$ cat src/rtl/des_sbox_seq_if.sv
// rtl/des_sbox_seq_if.sv - valid/ready block-in, result-out bundle for the DES S-box stage
interface des_sbox_seq_if;
   logic        in_valid;
   logic        in_ready;
   logic [48:0] data_in;
   logic        out_valid;
   logic        out_ready;
   logic [32:0] data_out;

   modport master (
      output in_valid, data_in, out_ready,
      input  in_ready, out_valid, data_out
   );

   modport slave (
      input  in_valid, data_in, out_ready,
      output in_ready, out_valid, data_out
   );
endinterface

$ cat src/rtl/des_sbox_seq.sv
// rtl/des_sbox_seq.sv - iterative DES S-box layer, BOXES_PER_CYCLE lookups per clock
module des_sbox_seq #(
   parameter int BOXES_PER_CYCLE = 1
) (
   input logic           clk,
   input logic           rst_n,
   des_sbox_seq_if.slave bus
);
   localparam int GROUPS = 8 / BOXES_PER_CYCLE;
   localparam int CW     = (GROUPS > 1) ? $clog2(GROUPS) : 1;

   typedef enum logic [1:0] {IDLE, BUSY, DONE} state_t;

   state_t        state;
   logic          in_ready_q;
   logic          out_valid_q;
   logic [CW-1:0] cnt;
   // MSB-first working copies: DES bit 1 sits at the top of each vector
   logic [47:0]   blk;
   logic [31:0]   res;
   logic [31:0]   res_next;
   logic [32:0]   data_des;
   logic [2:0]    first;
   logic          unused_bit0;

   function automatic logic [3:0] sbox(input logic [2:0] idx, input logic [5:0] x);
      logic [255:0] t;
      logic [5:0]   a;
      case (idx)
         3'd0:    t = 256'hE4D12FB83A6C5907_0F74E2D1A6CB9538_41E8D62BFC973A50_FC8249175B3EA06D;
         3'd1:    t = 256'hF18E6B34972DC05A_3D47F28EC01A69B5_0E7BA4D158C6932F_D8A13F42B67C05E9;
         3'd2:    t = 256'hA09E63F51DC7B428_D709346A285ECBF1_D6498F30B12C5AE7_1AD069874FE3B52C;
         3'd3:    t = 256'h7DE3069A1285BC4F_D8B56F03472C1AE9_A690CB7DF13E5284_3F06A1D8945BC72E;
         3'd4:    t = 256'h2C417AB6853FD0E9_EB2C47D150FA3986_421BAD78F9C5630E_B8C71E2D6F09A453;
         3'd5:    t = 256'hC1AF92680D34E75B_AF427C9561DE0B38_9EF528C3704A1DB6_432C95FABE17608D;
         3'd6:    t = 256'h4B2EF08D3C975A61_D0B7491AE35C2F86_14BDC37EAF680592_6BD814A7950FE23C;
         default: t = 256'hD2846FB1A93E50C7_1FD8A374C56B0E92_7B419CE206ADF358_21E74A8DFC90356B;
      endcase
      // row {b1,b6} selects the 16-entry line, column {b2..b5} the nibble within it
      a = {x[5], x[0], x[4:1]};
      return t[255 - 4*int'(a) -: 4];
   endfunction

   assign first       = 3'(int'(cnt) * BOXES_PER_CYCLE);
   assign unused_bit0 = bus.data_in[0];

   always_comb begin
      res_next = res;
      for (int j = 0; j < BOXES_PER_CYCLE; j++) begin
         res_next[31 - 4*(int'(first) + j) -: 4] =
            sbox(3'(int'(first) + j), blk[47 - 6*(int'(first) + j) -: 6]);
      end
   end

   always_comb begin
      data_des = '0;
      for (int k = 1; k <= 32; k++) data_des[k] = res[32-k];
   end

   always_ff @(posedge clk or negedge rst_n) begin
      if (!rst_n) begin
         state       <= IDLE;
         in_ready_q  <= 1'b1;
         out_valid_q <= 1'b0;
         cnt         <= '0;
         blk         <= '0;
         res         <= '0;
      end else begin
         case (state)
            IDLE: begin
               if (bus.in_valid) begin
                  for (int k = 1; k <= 48; k++) blk[48-k] <= bus.data_in[k];
                  cnt        <= '0;
                  in_ready_q <= 1'b0;
                  state      <= BUSY;
               end
            end
            BUSY: begin
               res <= res_next;
               cnt <= cnt + CW'(1);
               if (cnt == CW'(GROUPS - 1)) begin
                  out_valid_q <= 1'b1;
                  state       <= DONE;
               end
            end
            DONE: begin
               if (bus.out_ready) begin
                  out_valid_q <= 1'b0;
                  in_ready_q  <= 1'b1;
                  state       <= IDLE;
               end
            end
            default: begin
               state       <= IDLE;
               in_ready_q  <= 1'b1;
               out_valid_q <= 1'b0;
            end
         endcase
      end
   end

   assign bus.in_ready  = in_ready_q;
   assign bus.out_valid = out_valid_q;
   assign bus.data_out  = data_des;
endmodule

$ cat src/flat_wrapper.sv
// flat-port wrapper written by rule: the top's interface ports become plain ports
module des_sbox_seq_flat 
#(
   parameter int BOXES_PER_CYCLE = 1
)
  (clk, rst_n, bus_in_valid, bus_data_in, bus_out_ready, bus_in_ready, bus_out_valid, bus_data_out);
  des_sbox_seq_if bus_i ();
  input logic clk;
  input logic rst_n;
  input wire logic [$bits(bus_i.in_valid)-1:0] bus_in_valid;
  input wire logic [$bits(bus_i.data_in)-1:0] bus_data_in;
  input wire logic [$bits(bus_i.out_ready)-1:0] bus_out_ready;
  output wire logic [$bits(bus_i.in_ready)-1:0] bus_in_ready;
  output wire logic [$bits(bus_i.out_valid)-1:0] bus_out_valid;
  output wire logic [$bits(bus_i.data_out)-1:0] bus_data_out;
  assign bus_i.in_valid = bus_in_valid;
  assign bus_i.data_in = bus_data_in;
  assign bus_i.out_ready = bus_out_ready;
  assign bus_in_ready = bus_i.in_ready;
  assign bus_out_valid = bus_i.out_valid;
  assign bus_data_out = bus_i.data_out;
  des_sbox_seq #(.BOXES_PER_CYCLE(BOXES_PER_CYCLE)) u_core (.clk(clk), .rst_n(rst_n), .bus(bus_i));
endmodule
$ cat config.mk
export PLATFORM = sky130hd
export DESIGN_NAME = des_sbox_seq_flat
export DESIGN_NICKNAME = d
export VERILOG_FILES = /design/src/rtl/des_sbox_seq_if.sv /design/src/rtl/des_sbox_seq.sv /design/src/flat_wrapper.sv
export SDC_FILE = /design/constraint.sdc
export NUM_CORES = 1
export LEC_CHECK = 0
export BUFFER_PORTS_ARGS = -buffer_cell sky130_fd_sc_hd__clkbuf_2
export CAP_MARGIN = 20
export CORE_UTILIZATION = 55
export DETAILED_ROUTE_END_ITERATION = 10
export HOLD_SLACK_MARGIN = 0.1
export PLACE_DENSITY = 0.82
export SKIP_LAST_GASP = 1
export SLEW_MARGIN = 20
export SYNTH_ARGS = -nofsm -noshare
export SYNTH_HDL_FRONTEND = slang
export SYNTH_SLANG_ARGS = --single-unit
$ cat constraint.sdc
create_clock -name clk -period 4.6 [get_ports clk]
set_input_delay 0.92 -clock clk [delete_from_list [all_inputs] [get_ports clk]]
set_output_delay 0.92 -clock clk [all_outputs]
set_load 0.02 [all_outputs]
==> results of run 1 <==
[per-stage QoR]
step                      cells  worst slack, ps  instance area (sq um)
after global routing       1312            24.51                   9883
after global placement     1292            177.7                   9497
after CTS                  1308            58.50                   9833
after floorplan            1011            130.4                   8378
final                      1312            110.2                   9883
after detailed placement   1292            135.8                   9497
[sequential cells by signal (all words and copies together) (netlist names)]
signal                flops
u_core.blk               48
u_core.bus.in_ready       1
u_core.cnt                3
u_core.state              2
u_core.res               32
u_core.bus.out_valid      1
[how the worst min path moves through the flow]
stage,start,cells after the start,slack (ps),to
floorplan,u_core.blk[16]$_DFFE_PN0P_,1,490,u_core.blk[16]$_DFFE_PN0P_
global placement,u_core.res[9]$_DFFE_PN0P_,2,460,u_core.res[9]$_DFFE_PN0P_
detailed placement,u_core.res[9]$_DFFE_PN0P_,2,470,u_core.res[9]$_DFFE_PN0P_
CTS,u_core.res[9]$_DFFE_PN0P_,2,490,u_core.res[9]$_DFFE_PN0P_
global route,u_core.res[26]$_DFFE_PN0P_,2,500,u_core.res[26]$_DFFE_PN0P_
finish,u_core.res[9]$_DFFE_PN0P_,2,480,u_core.res[9]$_DFFE_PN0P_
[worst max-delay path, delay by kind of cell (launching register included)]
| kind | cells | cell delay [ps] |
|---|---|---|
| AO/OA/AOI/OAI | 7 | 1630 |
| adder cells (fa/ha/maj) | 2 | 940 |
| buffers and inverters | 5 | 940 |
| flip-flops | 1 | 440 |
| AND/OR/NAND/NOR | 2 | 400 |
[synth_stat cells, types with 14 or more instances]
cell	number	share of area [%]
mux2_2	68	9.1
dfrtp_1	86	26
a211oi_1	16	1.4
nand3_1	36	2.2
clkbuf_1	42	1.9
a21oi_1	50	3.0
nand2_1	120	5.4
a221oi_1	14	1.5
buf_2	34	2.0
mux2i_1	40	4.8
o211ai_1	14	1.3
nor3_1	42	2.5
a31oi_1	19	1.4
o21ai_0	53	3.2
nor2_1	104	4.7
[cells by family (layout without fill, tap and decap cells)]
group,count (synthesis),in the layout,share of synthesized area (%)
AND/OR/NAND/NOR,374,374,20.50
AO/OA/AOI/OAI,299,299,25.58
multiplexers,122,122,17.59
buffers and inverters,108,225,6.750
flip-flops,87,87,26.00
adder cells (fa/ha/maj),17,17,2.987
XOR/XNOR,3,3,0.5377
other,1,1,0.04476
[repair_timing]
item,in CTS,in global routing
hold buffers,0,0
endpoints found under the setup margin,0,30
setup buffers,0,4
resized for setup,0,6
[metal layers]
metal / track usage [%] / vias to the layer above / part of all wire (%)
met5: 0 / - / 0
met4: 22.81 / 0 / 5.9
met3: 14.63 / 196 / 13
met2: 68.30 / 815 / 43
met1: 56.70 / 4512 / 38
li1: - / 4073 / -
[final cells by class]
type,count,area (sq um)
Clock buffer,9,225.2
Clock inverter,7,111.4
Fill cell,1208,4816
Inverter,13,48.80
Multi-Input combinational cell,816,5672
Sequential cell,87,2181
Tap cell,184,230.2
Timing Repair Buffer,196,1415
[layout by cell type, fill, tap and decap left out, types with 15 or more instances in the layout]
| master | count |
|---|---|
| a211oi_1 | 15 |
| a21oi_1 | 50 |
| a31oi_1 | 19 |
| buf_4 | 99 |
| clkbuf_2 | 84 |
| dfrtp_1 | 84 |
| mux2_2 | 68 |
| mux2i_1 | 40 |
| nand2_1 | 119 |
| nand3_1 | 36 |
| nor2_1 | 102 |
| nor3_1 | 42 |
| o21ai_0 | 53 |
==> out/qor.yml, run 1 <==
cp_max_fo: 9
rows: 44
status: "finished, violations left"
syn_nets: 1081
netlist_instances: 1011
dr.pass1.iters: 11
crit_type: "flip-flop to flip-flop"
async_flop_share_pct: 100.0
die_area_sq_um: 15730
via_per_inst: 7.314
maxCapViolCount: 0
ys_ff_latch: 87
critPathRequiredTime_ps: 4820
slowest_delay_ps: 680
start_kind: "flip-flop"
chipWidth_um: 125.4
cts_inserted_buffers: 9
syn-cell-area_sq_um: 8378
grt_pass1_vias: 9187
clockBufferDepth: 2
worst_pin_slew_ps: 789.5
rsz0062_at_grt: "no"
cts_tree: "done"
drive_gt1_share_pct: 28.81
clk_pin_slew_ps: 70
path_cells: "ha_1 -> fa_2 -> inv_1 -> buf_4 -> nor2_1 -> a221oi_1 -> a311oi_1 -> buf_4 -> a21o_1 -> nand2_1 -> buf_4 -> o41ai_1 -> a311oi_1 -> a211oi_2 -> buf_4 -> a31oi_1"
postRouteAntennaNets: 0
timing.fmax_mhz: 222.7
wl_um: 34950
ios: 88
start_util_pct: 57.00
synth_warnings: 0
reg2reg_to: "u_core.res[8]$_DFFE_PN0P_"
gp_congestion: 1.051
grt_start_max_net_pins: 88
grt_use_total_pct: 44.78
cts_num_sinks: 87
fp.dieH_um: 125.4
cp_slowest_cell: "fa_2"
diodes: 0
min_period_ps: 4490
wire_per_inst_um: 26.64
nNetsFinal: 1193
tns_ps: 0
maxSlewHeadroom_pct: 47.37
vias: 9596
finClkSkew_ps: 9.848
ys_types: 84
hold_viol: 0
insertion_delay_ps: 350
cp_common_cell: "buf_4"
grt_pass1_wl_um: 54030
cp-endpoint: "u_core.res[8]$_DFFE_PN0P_"
setup_viol: 0
r2r_start: "u_core.cnt[0]$_DFFE_PN0P_"
core_area_sq_um: 14700
fin_crit_sh_pct: 97.60
cts_max_level: 3
globalRoute.totalOverflow: 0
crit_start: "u_core.cnt[0]$_DFFE_PN0P_"
cp-end-kind: "flip-flop"
regToRegSetupSlack_ps: 110
areaGrowthSynthToFinish_pct: 17.97
hpwlAfterDp_um: 25060
synth-edff-count: 0
hold_ws_ps: 480.5
avgSynthCellArea_sq_um: 8.287
violations: "DRC"
drt_iter0_markers: 1616
drc: 8
slew_violations: 0
crit_arrival_ps: 4710
io_buffers: 85
antenna_found_initial: 0
ys_seq_area_share_pct: 26.00
worst-r2r-cell-count: 16
root_buffer: "clkbuf_16"
synth-main-ff-cell: "dfrtp_1"
final_util_pct: 67.24
hp-class: "flip-flop to flip-flop"
Power of run 1 is left out: the tool's default activity adds up to more than one toggle a clock period on the data nets, which glitch-free logic cannot reach.
==> run 2: changes to the inputs <==
Settings changed: CORE_UTILIZATION 55 to 56, CTS_BUF_LIST set to sky130_fd_sc_hd__clkbuf_4 sky130_fd_sc_hd__clkbuf_8, PLACE_DENSITY 0.82 to 0.83.
==> out/qor.yml, run 2 (synthesis results as in run 1) <==
status: "finished, final reports clean"  # was finished, violations left
wl_um: 34240  # was 34950 um
gp_congestion: 1.070  # was 1.051
regToRegSetupSlack_ps: 180  # was 110 ps
clockBufferDepth: 2  # unchanged
postRouteAntennaNets: 0  # unchanged
wire_per_inst_um: 25.69  # was 26.64 um
cts_tree: "done"  # unchanged
cp_common_cell: "buf_4"  # unchanged
via_per_inst: 7.157  # was 7.314
maxSlewHeadroom_pct: 50.31  # was 47.37%
path_delay_family: "buffers and inverters"  # was compound AO/OA/AOI/OAI gates
grt_pass1_wl_um: 52790  # was 54030 um
hpwlAfterDp_um: 25550  # was 25060 um
layout_setup_ws_ps: 184.5  # was 110.2 ps
final_common_cell: "buf_4"  # was nand2_1
cts_max_level: 3  # unchanged
hp-class: "flip-flop to flip-flop"  # unchanged
finClkSkew_ps: 18.51  # was 9.848 ps
io_buffers: 85  # unchanged
cp-end-kind: "flip-flop"  # unchanged
reg_top3: "u_core.blk x48, u_core.res x32, u_core.cnt x3"  # unchanged
regMostFlops: "u_core.blk"  # unchanged
hold_viol: 0  # unchanged
min_period_ps: 4416  # was 4490 ps
start_util_pct: 57.43  # was 57.00%
insertion_delay_ps: 380  # was 350 ps
pre_cts_ws_ps: 123.7  # was 135.8 ps
place_area_sq_um: 9557  # was 9497 sq um
grt_use_total_pct: 44.08  # was 44.78%
hold_path_end: "u_core.res[22]$_DFFE_PN0P_"  # was u_core.res[9]$_DFFE_PN0P_
drc: 0  # was 8
grt_pass1_vias: 9000  # was 9187
dr.pass1.iters: 7  # was 11
crit_arrival_ps: 4680  # was 4710 ps
crit_buf_inv: 8  # was 5
cts_hold_buf: 0  # unchanged
clk_pin_slew_ps: 100  # was 70 ps
fin_area_sq_um: 9896  # was 9883 sq um
placedCellCount: 1310  # was 1292
root_buffer: "clkbuf_8"  # was clkbuf_16
hold_path_startpoint: "u_core.res[22]$_DFFE_PN0P_"  # was u_core.res[9]$_DFFE_PN0P_
slowest_delay_ps: 440  # was 680 ps
cp_slowest_cell: "dfrtp_1"  # was fa_2
slew_violations: 0  # unchanged
chipWidth_um: 124.3  # was 125.4 um
timing.fmax_mhz: 226.5  # was 222.7 MHz
reg2reg_to: "u_core.res[7]$_DFFE_PN0P_"  # was u_core.res[8]$_DFFE_PN0P_
antenna_found_initial: 1  # was 0
r2r_start: "u_core.cnt[1]$_DFFE_PN0P_"  # was u_core.cnt[0]$_DFFE_PN0P_
vias: 9540  # was 9596
whs_path_depth: 2  # unchanged
critPathRequiredTime_ps: 4860  # was 4820 ps
drive_gt1_share_pct: 30.81  # was 28.81%
setup_viol: 0  # unchanged
core_area_sq_um: 14590  # was 14700 sq um
fp.dieH_um: 124.3  # was 125.4 um
diodes: 0  # unchanged
areaGrowthSynthToFinish_pct: 18.12  # was 17.97%
path_cells: "buf_4 -> clkinv_1 -> ha_1 -> buf_12 -> clkinvlp_4 -> nor4_1 -> o41a_1 -> buf_4 -> nand4_4 -> buf_4 -> buf_4 -> o21ai_0 -> o211ai_1 -> a211oi_2 -> buf_4 -> a211oi_1 -> a32o_2 -> a22o_1"  # was ha_1 -> fa_2 -> inv_1 -> buf_4 -> nor2_1 -> a221oi_1 -> a311oi_1 -> buf_4 -> a21o_1 -> nand2_1 -> buf_4 -> o41ai_1 -> a311oi_1 -> a211oi_2 -> buf_4 -> a31oi_1
crit_type: "flip-flop to flip-flop"  # unchanged
start_kind: "flip-flop"  # unchanged
ios: 88  # unchanged
layout.cells.non_filler: 1333  # was 1312
rows: 44  # unchanged
cts_num_sinks: 87  # unchanged
final_cell_mix: "buf_4, nand2_1, nor2_1, clkbuf_2, dfrtp_1"  # was nand2_1, nor2_1, buf_4, clkbuf_2, dfrtp_1
maxCapViolCount: 0  # unchanged
largest_reg_flops: 48  # unchanged
grt_start_max_net_pins: 56  # was 88
drt_iter0_markers: 1488  # was 1616
worst_pin_slew_ps: 743.8  # was 789.5 ps
nNetsFinal: 1214  # was 1193
globalRoute.totalOverflow: 0  # unchanged
die_area_sq_um: 15450  # was 15730 sq um
worst-r2r-cell-count: 18  # was 16
fin_crit_sh_pct: 95.99  # was 97.60%
cts_inserted_buffers: 9  # unchanged
cp_max_fo: 32  # was 9
[run 2: area by class of cell]
type                    count  area [sq um]
multi-input cells         816          5736
repair buffers            217          1498
clock inverters             7         75.07
clock buffers               9         123.9
fillers                  1180          4693
well taps                 184         230.2
flip-flops and latches     87          2181
inverters                  13         52.55
[run 2: worst max path at each step]
stage	end	cells after the start	slack, ps	startpoint
5_1_grt	u_core.res[7]$_DFFE_PN0P_	18	-30	u_core.cnt[1]$_DFFE_PN0P_
4_1_cts	u_core.res[1]$_DFFE_PN0P_	15	60	u_core.cnt[0]$_DFFE_PN0P_
3_3_place_gp	u_core.res[15]$_DFFE_PN0P_	15	150	u_core.cnt[1]$_DFFE_PN0P_
3_5_place_dp	u_core.res[1]$_DFFE_PN0P_	16	120	u_core.cnt[1]$_DFFE_PN0P_
6_report	u_core.res[7]$_DFFE_PN0P_	18	180	u_core.cnt[1]$_DFFE_PN0P_
2_1_floorplan	u_core.res[10]$_DFFE_PN0P_	18	130	u_core.cnt[0]$_DFFE_PN0P_
[run 2: per-stage QoR]
step | util, % | hold slack (ps) | setup TNS (ps)
6_report | 67.83 | 482.3 | 0
3_3_place_gp | 65.51 | 460.0 | 0
3_5_place_dp | 65.51 | 466.3 | 0
4_1_cts | 66.87 | 488.3 | 0
2_1_floorplan | - | 492.1 | 0
5_1_grt | 67.83 | 519.6 | -110.1
[run 2: tightest hold or removal path: cells and delay by family (launching register included)]
family,cells,cell delay [ps]
AND/OR/NAND/NOR,1,50
flip-flops,1,350
AO/OA/AOI/OAI,1,50
[run 2: repair_timing]
action | 4_1_cts | 5_1_grt
endpoints found under the setup margin | 0 | 32
gates resized for setup | 0 | 18
setup buffers | 0 | 7
[run 2: routing by layer]
metal  track usage [%]  up-vias  part of all wire [%]
li1                  -     4113                     -
met1             58.15     4487                    38
met2             65.49      790                    42
met3             14.86      148                    14
met4             19.28        2                   5.3
met5                 0        -                 0.047
Power of run 2 is left out for the same reason.
==> run 3: changes to the inputs <==
Settings changed: ABC_AREA set to 1, CTS_CLUSTER_SIZE set to 24.
==> out/qor.yml, run 3 <==
synth-main-ff-cell: "dfrtp_1"  # unchanged
setup_viol: 0  # unchanged
largest_reg_flops: 48  # unchanged
cp-endpoint: "u_core.res[6]$_DFFE_PN0P_"  # was u_core.res[7]$_DFFE_PN0P_
cts_hold_buf: 0  # unchanged
crit_type: "flip-flop to flip-flop"  # unchanged
fp.dieH_um: 126.3  # was 124.3 um
synth_warnings: 0  # unchanged
ios: 88  # unchanged
status: "finished, final reports clean"  # unchanged
chipWidth_um: 126.3  # was 124.3 um
path_cells: "ha_1 -> fa_1 -> inv_2 -> nor2_1 -> buf_4 -> inv_1 -> nor2_1 -> nor2_1 -> nand2_1 -> nand2_2 -> nand3_4 -> buf_4 -> nand2_1 -> nand3_1 -> nand3_1 -> nand3_1 -> nand3_1 -> nand3_1 -> nand2_2 -> nand2_1 -> a21oi_1"  # was buf_4 -> clkinv_1 -> ha_1 -> buf_12 -> clkinvlp_4 -> nor4_1 -> o41a_1 -> buf_4 -> nand4_4 -> buf_4 -> buf_4 -> o21ai_0 -> o211ai_1 -> a211oi_2 -> buf_4 -> a211oi_1 -> a32o_2 -> a22o_1
wire_per_inst_um: 18.89  # was 25.69 um
cp_max_fo: 30  # was 32
rows: 45  # was 44
diodes: 0  # unchanged
timing.fmax_mhz: 236.8  # was 226.5 MHz
synth_largest_area_cell: "dfrtp_1"  # unchanged
cts_tree: "done"  # unchanged
nNetsFinal: 1557  # was 1214
insertion_delay_ps: 390  # was 380 ps
cts_num_sinks: 87  # unchanged
reg2reg_to: "u_core.res[6]$_DFFE_PN0P_"  # was u_core.res[7]$_DFFE_PN0P_
grt_use_total_pct: 40.52  # was 44.08%
finClkSkew_ps: 15.78  # was 18.51 ps
reg_top3: "u_core.blk x48, u_core.res x32, u_core.cnt x3"  # unchanged
crit_start: "u_core.cnt[0]$_DFFE_PN0P_"  # was u_core.cnt[1]$_DFFE_PN0P_
ys_ff_latch: 87  # unchanged
areaGrowthSynthToFinish_pct: 8.377  # was 18.12%
start_util_pct: 57.10  # was 57.43%
grt_start_max_net_pins: 88  # was 56
postRouteAntennaNets: 0  # unchanged
maxSlewHeadroom_pct: 46.50  # was 50.31%
worst_pin_slew_ps: 799.5  # was 743.8 ps
async_flop_share_pct: 100.0  # unchanged
io_buffers: 85  # unchanged
start_kind: "flip-flop"  # unchanged
post-cts-setup-buffers: 0  # unchanged
gp_congestion: 1.031  # was 1.070
min_period_ps: 4223  # was 4416 ps
cts_max_level: 3  # unchanged
post_cts_resized: 0  # unchanged
synth_common_cells: "nand2_1, nand3_1, nor2_1, nand4_1, dfrtp_1"  # was nand2_1, nor2_1, dfrtp_1, mux2_2, o21ai_0
hold_path_startpoint: "u_core.bus.in_ready$_DFFE_PN1P_"  # was u_core.res[22]$_DFFE_PN0P_
regMostFlops: "u_core.blk"  # unchanged
root_buffer: "clkbuf_8"  # unchanged
cp-end-kind: "flip-flop"  # unchanged
drc: 0  # unchanged
synth_top_area_share_pct: 24.88  # was 25.69%
fin_crit_sh_pct: 91.81  # was 95.99%
antenna_found_initial: 0  # was 1
vias: 10470  # was 9540
hold_viol: 0  # unchanged
worst-r2r-cell-count: 21  # was 18
grt_pass1_wl_um: 50630  # was 52790 um
final_common_cell: "nand2_1"  # was buf_4
die_area_sq_um: 15940  # was 15450 sq um
yosysMostFrequentCell: "nand2_1"  # unchanged
slew_violations: 0  # unchanged
hpwlAfterDp_um: 22490  # was 25550 um
syn-cell-area_sq_um: 8648  # was 8378 sq um
ys_seq_area_share_pct: 25.19  # was 26.00%
netlist_instances: 1444  # was 1011
syn_nets: 1514  # was 1081
final_cell_mix: "nand2_1, nand3_1, nor2_1, nand4_1, dfrtp_1"  # was buf_4, nand2_1, nor2_1, clkbuf_2, dfrtp_1
cp_slowest_cell: "fa_1"  # was dfrtp_1
wl_um: 31730  # was 34240 um
maxCapViolCount: 0  # unchanged
clk_pin_slew_ps: 100  # about the same
synth-edff-count: 0  # unchanged
globalRoute.totalOverflow: 0  # unchanged
drive_gt1_share_pct: 13.00  # was 30.81%
dr.pass1.iters: 7  # unchanged
ys_types: 38  # was 84
regToRegSetupSlack_ps: 380  # was 180 ps
avgSynthCellArea_sq_um: 5.989  # was 8.287 sq um
tns_ps: 0  # unchanged
slowest_delay_ps: 610  # was 440 ps
hp-class: "flip-flop to flip-flop"  # unchanged
core_area_sq_um: 15150  # was 14590 sq um
cts_inserted_buffers: 9  # unchanged
drt_iter0_markers: 1664  # was 1488
cp_common_cell: "nand3_1"  # was buf_4
rsz0062_at_grt: "no"
synth_area_leaders: "dfrtp_1, nand3_1, nand2_1"  # was dfrtp_1, mux2_2, nand2_1
clockBufferDepth: 2  # unchanged
critPathRequiredTime_ps: 4900  # was 4860 ps
crit_arrival_ps: 4520  # was 4680 ps
grt_pass1_vias: 9275  # was 9000
r2r_start: "u_core.cnt[0]$_DFFE_PN0P_"  # was u_core.cnt[1]$_DFFE_PN0P_
via_per_inst: 6.231  # was 7.157
run 3: cell types whose count changed after synthesis, sizes merged, moves of 15 or more:
cell	before	now
buf	53	89
a211oi	18	0
inv	12	94
clkbuf	42	21
nand4	11	88
a21oi	51	35
a31oi	19	4
nor3	42	17
mux2	69	0
mux2i	40	0
nand2	120	446
nand3	36	339
nor2	105	137
run 3: cell families (layout without fill, tap and decap cells):
family,count (synthesis),count (layout),synth area share [%]
adders and majority gates,17,17,2.894
DFF,87,87,25.19
buffers and inverters,207,255,12.04
AOI/OAI and AO/OA,101,101,6.496
and+or+nand+nor,1030,1030,53.15
other,1,1,0.04336
xor gates and xnor gates,1,1,0.1881
run 3: worst max-delay path, delay by kind of cell, from the launching register on:
kind                       cells  cell delay, ps
AOI/OAI and AO/OA              1             190
DFF                            1             440
and+or+nand+nor               14            1840
adders and majority gates      2             880
buffers and inverters          4             780
run 3: stage by stage:
step	hold slack [ps]	util [%]	std cells	worst slack, ps	area (sq um)
after global routing	513.8	61.88	1680	129.0	9373
after detailed placement	466.2	60.55	1664	520.8	9171
after CTS	489.3	61.86	1680	508.4	9369
after floorplan	449.2	-	1444	1264	8648
after global placement	465.5	60.55	1664	583.6	9171
final	485.8	61.88	1680	376.8	9373
run 3: worst min-delay path by stage:
| stage | to | slack [ps] | cells after the start |
|---|---|---|---|
| after global routing | u_core.res[17]$_DFFE_PN0P_ | 510 | 2 |
| after detailed placement | u_core.res[0]$_DFFE_PN0P_ | 470 | 2 |
| final | u_core.bus.in_ready$_DFFE_PN1P_ | 490 | 2 |
| after global placement | u_core.bus.in_ready$_DFFE_PN1P_ | 470 | 2 |
| after CTS | u_core.bus.in_ready$_DFFE_PN1P_ | 490 | 2 |
| after floorplan | u_core.blk[0]$_DFFE_PN0P_ | 450 | 2 |
run 3: layer usage:
| layer | up-vias | part of all wire (%) | global-route usage [%] |
|---|---|---|---|
| li1 | 4912 | - | - |
| met5 | - | 0 | 0 |
| met1 | 4735 | 42 | 58.92 |
| met3 | 104 | 13 | 11.13 |
| met4 | 0 | 3.4 | 14.74 |
| met2 | 717 | 41 | 57.00 |
run 3: area by class of cell:
cell class              count  area, sq um
multi-input cells        1150         5446
fillers                  1499         5773
inverters                  97        366.6
repair buffers            142        947.2
clock buffers               9        123.9
well taps                 188        235.2
clock inverters             7        73.82
flip-flops and latches     87         2180
Power of run 3 is left out for the same reason.
